File: config.mk
export PLATFORM = sky130hd
export DESIGN_NAME = lfsr_arbiter_ctrl
export DESIGN_NICKNAME = d
export VERILOG_FILES = /design/src/rtl/lfsr_arbiter_ctrl.sv
export SDC_FILE = /design/constraint.sdc
export NUM_CORES = 1
export LEC_CHECK = 0
export ABC_AREA = 1
export ABC_CLOCK_PERIOD_IN_PS = 1400
export CORE_MARGIN = 1.5
export CORE_UTILIZATION = 45
export DETAILED_ROUTE_END_ITERATION = 7
export GPL_TIMING_DRIVEN = 0
export PLACE_DENSITY = 0.72
export SYNTH_ARGS = -nofsm -noshare
export SYNTH_HDL_FRONTEND = slang
export SYNTH_SLANG_ARGS = --single-unit
File: constraint.sdc
create_clock -name clk -period 1.4 [get_ports clk]
set_input_delay 0.28 -clock clk [delete_from_list [all_inputs] [get_ports clk]]
set_output_delay 0.28 -clock clk [all_outputs]
set_load 0.01 [all_outputs]
File: src/rtl/lfsr_arbiter_ctrl.sv
// lfsr_arbiter_ctrl: two-requester round-robin arbiter handing out 5-bit LFSR values, one per grant.
module lfsr_arbiter_ctrl #(
  parameter logic [4:0] SEED_DEFAULT = 5'h01
) (
  input  logic       clk,
  input  logic       reset,
  input  logic [1:0] req,
  input  logic       seed_load,
  input  logic [4:0] seed_val,
  output logic [1:0] gnt,
  output logic [4:0] rnd_out,
  output logic       busy,
  output logic       wrap_pulse
);
  typedef enum logic [1:0] {IDLE, SERVE, LOAD} state_t;
  state_t state, state_d;
  logic sel, last_winner, win, fire;
  logic [4:0] lfsr_q, serve_cnt, seed_q;
  always_comb begin
    win = (req == 2'b10) | ((req == 2'b11) & ~last_winner);
    state_d = (state != IDLE) ? IDLE : seed_load ? LOAD : (|req) ? SERVE : IDLE;
    // reset low aborts a grant in flight, so outputs are gated by it
    fire = reset && (state == SERVE) && req[sel];
    gnt = fire ? (sel ? 2'b10 : 2'b01) : 2'b00;
    busy = reset && (state != IDLE);
    wrap_pulse = fire && (serve_cnt == 5'd30);
    rnd_out = lfsr_q;
  end
  always_ff @(posedge clk) begin
    if (!reset) begin
      state <= IDLE;
      lfsr_q <= SEED_DEFAULT;
      last_winner <= 1'b1;
      serve_cnt <= 5'd0;
      sel <= 1'b0;
      seed_q <= 5'd0;
    end else begin
      state <= state_d;
      if (state == IDLE && !seed_load && |req) sel <= win;
      if (state == IDLE && seed_load) seed_q <= seed_val;
      if (fire) begin
        lfsr_q <= {lfsr_q[0] ^ lfsr_q[2], lfsr_q[4:1]};
        last_winner <= sel;
        serve_cnt <= (serve_cnt == 5'd30) ? 5'd0 : serve_cnt + 5'd1;
      end
      if (state == LOAD) begin
        lfsr_q <= (seed_q == 5'd0) ? SEED_DEFAULT : seed_q;
        serve_cnt <= 5'd0;
      end
    end
  end
endmodule

==> results.toml <==
[synth]
yosys_register_bits = 19
syn_inst = 132
synth_warnings = 0
yosysSeqAreaShare_pct = 38.7
syn_avg_cell_area_um2 = 7.45
synth_fa_ha_area_share_pct = 2.54
syn_area_um2 = 983
synth_cell_types = 22
synth_top_family_by_area = "simple AND/OR/NAND/NOR gates"
synth-simple-area-share_pct = 35.2
synthMuxAreaShare_pct = 0
synthesis.nets = 144
yosys.area_share.xor_xnor_pct = 0
yosys-top-cells-area = "dfxtp_1 (39%), nand2_1 (10%), nand3_1 (7.1%)"
synth_compound_area_share_pct = 15.9
synth_largest_area_cell = "dfxtp_1"
netlist.area_leader.share_pct = 38.7

[outcome]
violations = "setup timing"
outcome = "finished, violations left"

[routing]
vias = 922
via_per_inst = 4.90
drtAntennaViolNets = 0
drc = 0
drtIter0Drc = 27
first_pass_iters = 4
wire_per_inst_um = 11.4
wl_mm = 2.14

[setup_path]
cpMaxStageDelayCell = "dfxtp_2"
rr_endpoint = "serve_cnt[4]"
ff2ff_setup_slack_ns = 0.09
path_max_fanout = 2
critPathMostFrequentCell = "inv_2"
critPathCaptureType = "output pin"
cp-start-kind = "register"
endpoint = "wrap_pulse"
crit_type = "register to output pin"
cp_cell_sequence = "inv_2 > ha_2 > nor3b_4 > nand2_2 > inv_2 > buf_6"
reg2reg_depth = 8
slowest_delay_ns = 0.34
crit_start = "serve_cnt[0]"
r2r_start = "serve_cnt[0]"
worstPathRequired_ns = 1.12
cp_data_arrival_time_ns = 1.26

[timing]
finClkSkew_ns = 0.00869
fin_crit_sh_pct = 110
fin_setup_tns_ns = -0.142
finalSetupViolCount = 1
final_hold_viol_count = 0
min_period_ns = 1.54
worst_slew_margin_rel_pct = 86.4
worstMarginPinSlew_ns = 0.203
timing.fmax_mhz = 648
fin_ws_ns = -0.142
final_max_slew_viol_count = 0
hold-worst-slack_ns = 0.245
rsz0062_at_grt = "true"

[hold_path]
hold_class = "input port to register"

[layout]
area_growth_pct = 33.3
drive_above_1_share_pct = 32.3
antenna_cells = 0
fin_nets = 174
n_fill_cell = 181
fin_cells = 188

[placement]
pre_cts_ws_ns = -0.889
globalplace.congestion = 0.805
port_buffers = 18
dp.cells = 177
hpwl_mm = 1.51

[clock_network]
cts_hold_buf = 0
cts_htree_levels = 1
cts_inserted_buffers = 3
clock_path_buffers = 2
clk_pin_slew_worst_paths_ns = 0.11
cts.root.buffer_cell = "clkbuf_4"
clk_latency_ns = 0.31
clkSinkCount = 19
cts_tree = "yes"

[global_routing]
grt_max_degree = 13
grt_first_pass_wirelength_mm = 3.59
grt_use_total_pct = 18.8
grt_pass1_vias = 855
antenna_found_initial = 0
grt.overflow.total = 0

[die]
die-area_mm2 = 0.00248
fp-row-count = 16
coreArea_mm2 = 0.00200
die_x_um = 49.8
initial_core_util_pct = 49.1
die_y_um = 49.8
io_pins = 19

[power]
leakage_nw = 0.556
ir_drop_uv = 981
finalPower_mw = 1.08
power_density_mw_per_mm2 = 821

[run]
max_cap_violations = 0
power by group:
part           total [mW]  internal [mW]  switching [mW]  leakage, nW
logic               0.197         0.0871           0.109        0.383
clock network       0.296          0.109           0.187       0.0139
registers           0.584          0.565          0.0195        0.158
total                1.08          0.761           0.316        0.556
cell usage after synthesis:
cell type	n
a21oi_1	8
a21oi_2	6
a21oi_4	1
buf_4	1
buf_6	1
dfxtp_1	19
ha_1	2
inv_1	14
inv_2	1
nand2_1	27
nand2_2	4
nand2_4	2
nand3_1	14
nand3_2	1
nand4_1	2
nor2_1	16
nor2_4	1
nor2_8	1
nor3b_1	1
o211ai_1	1
o21ai_0	8
or2_2	1
per-stage QoR:
stage	util (%)	instance area [um2]
global route	65.5	1310
finish	65.5	1310
global placement	59.8	1200
detailed placement	59.8	1200
floorplan	-	983
CTS	63.6	1270
worst min path at each step:
| stage | start | endpoint | slack, ns | depth (start not counted) |
|---|---|---|---|---|
| floorplan | reset | last_winner | 0.35 | 1 |
| global placement | last_winner | last_winner | 0.46 | 2 |
| detailed placement | seed_q[2] | seed_q[2] | 0.47 | 2 |
| CTS | reset | rnd_out[0] | 0.25 | 2 |
| global route | reset | last_winner | 0.24 | 2 |
| finish | reset | last_winner | 0.25 | 2 |
state kept, by name, summed over array words and instances, names as in the netlist:
register and count:
sel 1, last_winner 1, rnd_out 5, seed_q 5
serve_cnt 5, state 2
routing by layer:
metal | track usage, % | up-vias | share of wire, %
li1 | - | 490 | -
met1 | 22.0 | 415 | 46
met2 | 32.7 | 15 | 50
met3 | 6.67 | 2 | 3.5
met4 | 4.17 | 0 | 0.70
met5 | 0 | - | 0
critical path: cells and delay by family, from the launching register on:
family	cells	cell delay, ns
adders and majority gates	1	0.15
and+or+nand+nor	2	0.28
DFF	1	0.34
buffers and inverters	3	0.19
repair_timing:
action	4_1_cts	5_1_grt
gates resized for setup	42	10
buffers inserted	5	2
setup endpoints to repair	9	6
pin swaps	3	3
area by class of cell:
type | instances | area, um2 | share of cell area [%]
buffer | 2 | 18.8 | 1.43
clock buffer | 3 | 22.5 | 1.72
clock inverter | 1 | 7.51 | 0.573
inverter | 15 | 58.8 | 4.48
multi-input combinational | 96 | 572 | 43.6
sequential | 19 | 393 | 30.0
tap | 27 | 33.8 | 2.58
timing repair buffer | 25 | 205 | 15.6
cell families after synthesis:
family,Yosys count
and+or+nand+nor,70
AOI/OAI and AO/OA,24
DFF,19
buffers and inverters,17
adders and majority gates,2
layout by cell type, fill, tap and decap left out, types with 3 or more instances in the layout:
master,count
nand2_4,3
dfxtp_2,4
clkdlybuf4s50_1,6
inv_1,11
buf_4,8
nand2_2,5
a21oi_1,8
nor2_1,13
buf_2,4
clkbuf_4,3
inv_2,3
nand3_1,14
dlygate4sd2_1,7
nand2_1,25
a21oi_2,6
o21ai_0,8
dfxtp_1,13
Power figures use the tool's default switching activity.
